### src/rtl/dmem_arbiter.sv
// Arbitrates the single-port data memory between the pipeline MEM stage and the debug/loader port.
// Fixed pipeline priority, with a starvation counter that forces a debug grant after STARVE_MAX waiting cycles.
module dmem_arbiter #(
  parameter int AW         = 8,
  parameter int DW         = 32,
  parameter int RD_LAT     = 1,
  parameter int STARVE_MAX = 4
) (
  input  logic          clk,
  input  logic          reset,
  input  logic          pipe_req,
  input  logic          pipe_we,
  input  logic [AW-1:0] pipe_addr,
  input  logic [DW-1:0] pipe_wdata,
  output logic [DW-1:0] pipe_rdata,
  output logic          pipe_stall,
  input  logic          dbg_req,
  input  logic          dbg_we,
  input  logic [AW-1:0] dbg_addr,
  input  logic [DW-1:0] dbg_wdata,
  output logic          dbg_ack,
  output logic [DW-1:0] dbg_rdata,
  output logic          mem_en,
  output logic          mem_we,
  output logic [AW-1:0] mem_addr,
  output logic [DW-1:0] mem_wdata,
  input  logic [DW-1:0] mem_rdata
);

  localparam int SW = $clog2(STARVE_MAX + 1);
  localparam int LW = $clog2(RD_LAT + 1);

  typedef enum logic [1:0] {S_IDLE, S_ISSUE, S_WAIT, S_DONE} state_t;

  state_t        state_q;
  logic          owner_q;  // 1 = debug port owns the current transaction
  logic          cmd_we_q;
  logic [SW-1:0] starve_q, starve_d;
  logic [LW-1:0] wait_q;
  logic [DW-1:0] pipe_rdata_q, dbg_rdata_q;
  logic          mem_en_q, mem_we_q, dbg_ack_q;
  logic [AW-1:0] mem_addr_q;
  logic [DW-1:0] mem_wdata_q;

  logic          starve_hit, grant_dbg, grant_pipe;
  logic          win_we;
  logic [AW-1:0] win_addr;
  logic [DW-1:0] win_wdata;

  always_comb begin
    starve_hit = (starve_q >= SW'(STARVE_MAX));
    grant_dbg  = (state_q == S_IDLE) && dbg_req && (starve_hit || !pipe_req);
    grant_pipe = (state_q == S_IDLE) && pipe_req && !grant_dbg;
    win_we     = grant_dbg ? dbg_we    : pipe_we;
    win_addr   = grant_dbg ? dbg_addr  : pipe_addr;
    win_wdata  = grant_dbg ? dbg_wdata : pipe_wdata;
  end

  // Waiting is counted in every state, not only IDLE, so long pipeline bursts still age the debug request.
  always_comb begin
    starve_d = starve_q;
    if (grant_dbg) begin
      starve_d = '0;
    end else if (dbg_req && !starve_hit) begin
      starve_d = starve_q + SW'(1);
    end
  end

  always_ff @(posedge clk) begin
    if (reset) begin
      state_q      <= S_IDLE;
      owner_q      <= 1'b0;
      cmd_we_q     <= 1'b0;
      starve_q     <= '0;
      wait_q       <= '0;
      pipe_rdata_q <= '0;
      dbg_rdata_q  <= '0;
      mem_en_q     <= 1'b0;
      mem_we_q     <= 1'b0;
      mem_addr_q   <= '0;
      mem_wdata_q  <= '0;
      dbg_ack_q    <= 1'b0;
    end else begin
      starve_q  <= starve_d;
      mem_en_q  <= 1'b0;
      mem_we_q  <= 1'b0;
      dbg_ack_q <= 1'b0;
      case (state_q)
        S_IDLE: begin
          if (grant_dbg || grant_pipe) begin
            owner_q     <= grant_dbg;
            cmd_we_q    <= win_we;
            mem_addr_q  <= win_addr;
            mem_wdata_q <= win_wdata;
            mem_en_q    <= 1'b1;
            mem_we_q    <= win_we;
            state_q     <= S_ISSUE;
          end
        end
        S_ISSUE: begin
          if (cmd_we_q) begin
            dbg_ack_q <= owner_q;
            state_q   <= S_DONE;
          end else begin
            wait_q  <= LW'(RD_LAT);
            state_q <= S_WAIT;
          end
        end
        S_WAIT: begin
          wait_q <= wait_q - LW'(1);
          if (wait_q == LW'(1)) begin
            if (owner_q) begin
              dbg_rdata_q <= mem_rdata;
            end else begin
              pipe_rdata_q <= mem_rdata;
            end
            dbg_ack_q <= owner_q;
            state_q   <= S_DONE;
          end
        end
        S_DONE: begin
          state_q <= S_IDLE;
        end
        default: begin
          state_q <= S_IDLE;
        end
      endcase
    end
  end

  assign pipe_stall = pipe_req && !((state_q == S_DONE) && !owner_q);
  assign pipe_rdata = pipe_rdata_q;
  assign dbg_rdata  = dbg_rdata_q;
  assign dbg_ack    = dbg_ack_q;
  assign mem_en     = mem_en_q;
  assign mem_we     = mem_we_q;
  assign mem_addr   = mem_addr_q;
  assign mem_wdata  = mem_wdata_q;

endmodule
### config.mk
export PLATFORM = sky130hd
export DESIGN_NAME = dmem_arbiter
export DESIGN_NICKNAME = d
export VERILOG_FILES = /design/src/rtl/dmem_arbiter.sv
export SDC_FILE = /design/constraint.sdc
export NUM_CORES = 1
export LEC_CHECK = 0
export BUFFER_PORTS_ARGS = -buffer_cell sky130_fd_sc_hd__buf_4
export CORE_MARGIN = 3
export CORE_UTILIZATION = 46
export DETAILED_ROUTE_END_ITERATION = 8
export PLACE_DENSITY = 0.8
export SLEW_MARGIN = 10
export SYNTH_ARGS = -nofsm -noshare
export SYNTH_HDL_FRONTEND = slang
export SYNTH_SLANG_ARGS = --single-unit
### constraint.sdc
create_clock -name clk -period 1.65 [get_ports clk]
set_input_delay 0.165 -clock clk [delete_from_list [all_inputs] [get_ports clk]]
set_output_delay 0.165 -clock clk [all_outputs]
set_load 0.01 [all_outputs]
Word-level counts from Yosys, hierarchy flattened --
Index checks and enable logic that the tools add are counted.
Word-level totals: register bits 115, input bits 118, output and inout bits 108, word-level logic and storage cells 61
Operators by class: add/subtract/negate cells 2, $lt $le $gt $ge 1, equal/unequal tests 6, mux-type cells 13, bitwise logic cells 3, reductions and logical operators 24
Operators by type and width (number):
- two-way mux 32 bit | 1
- two-way mux 8 bit | 1
- case mux 2 bit (4 select lines) | 1
- logical AND 1 bit | 7
- two-way mux 1 bit | 6
- AND reduction 2 bit | 3
- AND reduction 3 bit | 2
- zero test 1 bit | 5
- == test 2 bit (second input constant) | 2
- two-way mux 2 bit | 2
- inequality test 2 bit (second input constant) | 2
- case mux 1 bit (2 select lines) | 2
- OR reduction 2 bit | 2
- adder 3 x 1 -> 3 bit (second input constant) | 1
- greater-or-equal comparator 3 bit (second input constant) | 1
- NOT 1 bit | 3
- OR reduction 3 bit | 1
- == test 2 x 1 -> 1 bit (second input constant) | 1
- zero test 2 bit | 1
- logical OR 1 bit | 2
- inequality test 2 x 1 -> 1 bit (second input constant) | 1
- nonzero test 2 bit | 1
- subtractor 1 bit (second input constant) | 1

Logic depth before layout (Yosys ltp) --
depth in word-level cells 8, depth in mapped cells 8

Worst setup path after synthesis --
Ideal clock, no wire load.
path kind reg-to-reg, from register state_q[0], to register mem_addr_q[4] (netlist: mem_addr[4]), library setup time 0.143 ns, data arrival time 1.352 ns, data required time 1.507 ns, path slack 0.155 ns, stages on the path, launching flop included 7, clock period less this slack 1.495 ns, cell sequence dfxtp_1 inv_1 ha_1 inv_2 buf_2 a2111oi_1 a2111oi_2
Between the ends: word-level cells in the longest chain between the ends 7, elaborated cells between the ends (all ways) 9
RTL lines:
- from (decl) | line 35 | state_t state_q;
- from (signal assigned) | line 71 | state_q <= S_IDLE;
- from (signal assigned) | line 97 | state_q <= S_ISSUE;
- from (signal assigned) | line 103 | state_q <= S_DONE;
- zero test 2 bit (*) | line 52, 53, 88
- logical AND 1 bit (2 in series) | line 52 | grant_dbg = (state_q == S_IDLE) && dbg_req && (starve_hit || !pipe_req);
- zero test 1 bit | line 53 | grant_pipe = (state_q == S_IDLE) && pipe_req && !grant_dbg;
- logical AND 1 bit | line 53
- logical OR 1 bit | line 90 | if (grant_dbg || grant_pipe) begin
- AND reduction 2 bit (no source line)
- to (signal assigned) | line 93 | mem_addr_q <= win_addr;
- to (decl) | line 42 | logic [AW-1:0] mem_addr_q;
Every way passes the cells marked *; elsewhere a longest branch is shown, timed or not. A chain may end at the register's enable or synchronous reset.

Worst setup path after layout --
from register state_q[0], to output pipe_stall
Between the ends: word-level cells in the longest chain between the ends 4
RTL lines:
- == test 2 bit | line 131 | assign pipe_stall = pipe_req && !((state_q == S_DONE) && !owner_q);
- logical AND 1 bit | line 131
- zero test 1 bit | line 131
- logical AND 1 bit | line 131
- to (decl) | line 16 | output logic pipe_stall,
Every way passes these cells.

==> impl_metrics.tcl <==
set metrics [dict create \
    status "finished, final reports clean" \
    routedWlPerCell_um 17.2 \
    crit_path_end_kind "output pin" \
    finalSetupViolCount 0 \
    endpoint "pipe_stall" \
    first_iter_violations 343 \
    grt_pass1_vias 5460 \
    r2r_start "state_q[1]" \
    grt-ovfl-total 0 \
    cts_root_buffer "clkbuf_8" \
    drive_gt1_frac 0.343 \
    place_hpwl_mm 10.4 \
    syn_avg_cell_area_sq_um 8.29 \
    fmax_ghz 0.621 \
    max_cap_violations 0 \
    diodes 0 \
    rsz0062_at_grt "true" \
    cts_buffer_depth 2 \
    hold_path.class "in2reg" \
    die_h_um 107 \
    cts_buffers 17 \
    die-area_sq_um 11500 \
    antenna_found_initial 0 \
    final_cells 1020 \
    yosysMostFrequentCell "nand2_1" \
    synth_edf_count 0 \
    clkSlewWorstSetupHoldPaths_ps 60 \
    relSlewSlack 0.629 \
    synthesis.nets 695 \
    rows 36 \
    synth_largest_area_cell "dfxtp_1" \
    syn_area_sq_um 4730 \
    htree_levels 4 \
    ir_worst_vdd_uv 767 \
    crit_path_start_kind "flip-flop" \
    post-route-min-period_ps 1610 \
    hold_viol 0 \
    rrSetupSlack_ps 40 \
    synthArstFlopShare 0 \
    vias 5633 \
    grt_pass1_wl_mm 26.8 \
    cts_num_sinks 115 \
    drc 0 \
    synth_area_leaders "dfxtp_1 (49%), nand2_1 (10%), a2111oi_0 (7.0%), a21oi_1 (7.0%), a211oi_1 (5.2%)" \
    finalSetupTns_ps 0 \
    insertion_delay_ps 510 \
    finClkSkew_ps 11.0 \
    synth_top_area_frac 0.487 \
    finish.utilization 0.826 \
    fin_crit_sh 0.975 \
    cts_tree "done" \
    area_growth_pct 72.2 \
    cp.arrival_ps 1440 \
    gp_congestion 0.796 \
    syn_inst 571 \
    r2r-end "mem_addr[2]" \
    place_inst 905 \
    pin_count 226 \
    ant_nets 0 \
    yosysUniqueCellTypes 39 \
    critical_path.startpoint "state_q[0]" \
    p_per_area_nw_per_um2 1300 \
    ys_ff_latch 115 \
    grt_start_max_net_pins 76 \
    reg2reg_depth 7 \
    ys.flop_type "dfxtp_1" \
    grt.total_usage 0.291 \
    crit_fanout 3 \
    worstSetupPathType "reg2out" \
    power_leakage_nw 3.52 \
    fp.coreArea_sq_um 9860 \
    die_x_um 107 \
    tightest_slew_ps 543 \
    ys.warnings.count 0 \
    fin_nets 998 \
    via_per_inst 5.52 \
    slew_viol_final 0 \
    io_buffers 225 \
    synthTopCellsByCount "nand2_1 (131), dfxtp_1 (115), a21oi_1 (66)" \
    start_util 0.480 \
    drtPass1Iterations 5 \
    drt_wl_total_mm 17.5 \
    seq_area_frac_synth 0.487 \
    critPathRequiredTime_ps 1480 \
]
==> what timing repair did <==
action,4_1_cts,5_1_grt
buffers inserted,0,3
resized for setup,0,21
endpoints found under the hold margin,106,0
endpoints found under the setup margin,0,77
hold buffers,80,0
==> state kept, by name, summed over array words and instances, names as in the netlist <==
name / flops
cmd_we_q: 1
dbg_ack: 1
dbg_rdata: 32
mem_addr: 8
mem_en: 1
mem_wdata: 32
mem_we: 1
owner_q: 1
pipe_rdata: 32
starve_q: 3
state_q: 2
wait_q: 1
==> cells in the final DEF (no fill, tap or decap), types with 2 or more instances in the layout <==
cell type | synthesis | layout
clkbuf_8 | 0 | 2
bufinv_16 | 0 | 5
buf_4 | 2 | 250
o31ai_1 | 2 | 2
o21ai_0 | 35 | 35
clkbuf_1 | 26 | 2
clkinv_4 | 0 | 2
a2111oi_0 | 38 | 29
nand3b_1 | 2 | 2
a211oi_1 | 33 | 32
a21oi_1 | 66 | 65
clkbuf_16 | 0 | 16
dfxtp_1 | 115 | 115
clkinvlp_4 | 0 | 3
inv_2 | 2 | 2
nor3_1 | 5 | 5
buf_12 | 0 | 5
ha_1 | 6 | 4
nor2_1 | 9 | 9
a2111oi_2 | 5 | 8
ha_2 | 0 | 2
nand2_1 | 131 | 131
inv_1 | 44 | 44
dlygate4sd3_1 | 0 | 80
nor2b_1 | 3 | 3
mux2i_1 | 2 | 2
a2111oi_1 | 4 | 10
==> through the flow <==
stage | setup slack, ps | hold slack, ps | cell area, sq um | power, mW
final | 41.0 | 25.4 | 8150 | 10.6
after global routing | -47.2 | 15.5 | 8150 | 11.0
after CTS | 0.583 | 1.76 | 8060 | 10.4
after detailed placement | 2.61 | 422 | 6620 | 6.30
after global placement | 67.1 | 418 | 6620 | 6.22
after floorplan | 155 | 297 | 4730 | 4.87
==> critical path, stage by stage, from the launching register on <==
cell	delay, ps
dfxtp_1	310
buf_4	140
ha_1	210
a21oi_2	140
buf_4	140
==> metal layers <==
metal / vias to the layer above / routed length [um] / global-route usage
met5: - / 0 / 0
met4: 0 / 542 / 0.138
met3: 53 / 1790 / 0.0786
met2: 380 / 8590 / 0.489
met1: 2605 / 6620 / 0.345
li1: 2595 / - / -
==> cell families after synthesis <==
kind of cell | synth area share
AO/OA/AOI/OAI | 0.271
AND/OR/NAND/NOR | 0.135
flip-flops | 0.487
buffers and inverters | 0.0852
adder cells (fa/ha/maj) | 0.0159
multiplexers | 0.00423
XOR/XNOR | 0.00185
==> report_power, final <==
| part | internal (mW) | switching, mW | leakage (nW) | total [mW] |
|---|---|---|---|---|
| Clock | 2.65 | 1.28 | 0.302 | 3.93 |
| Sequential | 3.26 | 0.322 | 0.939 | 3.58 |
| Combinational | 1.52 | 1.55 | 2.28 | 3.07 |
==> cell type report <==
| class | count | area [sq um] |
|---|---|---|
| Clock buffer | 20 | 435 |
| Multi-Input combinational cell | 358 | 2080 |
| Sequential cell | 115 | 2300 |
| Timing Repair Buffer | 336 | 2790 |
| Clock inverter | 12 | 204 |
| Tap cell | 133 | 166 |
| Fill cell | 525 | 1720 |
| Inverter | 46 | 173 |
==> how the worst min path moves through the flow <==
stage | start | end | depth (start not counted)
after floorplan | dbg_wdata[15] | mem_wdata[15] | 2
after global placement | dbg_wdata[11] | mem_wdata[11] | 3
after detailed placement | dbg_wdata[20] | mem_wdata[20] | 3
after CTS | pipe_wdata[17] | mem_wdata[17] | 3
after global routing | pipe_wdata[17] | mem_wdata[17] | 3
final | pipe_wdata[17] | mem_wdata[17] | 3
Power figures use the tool's default switching activity.
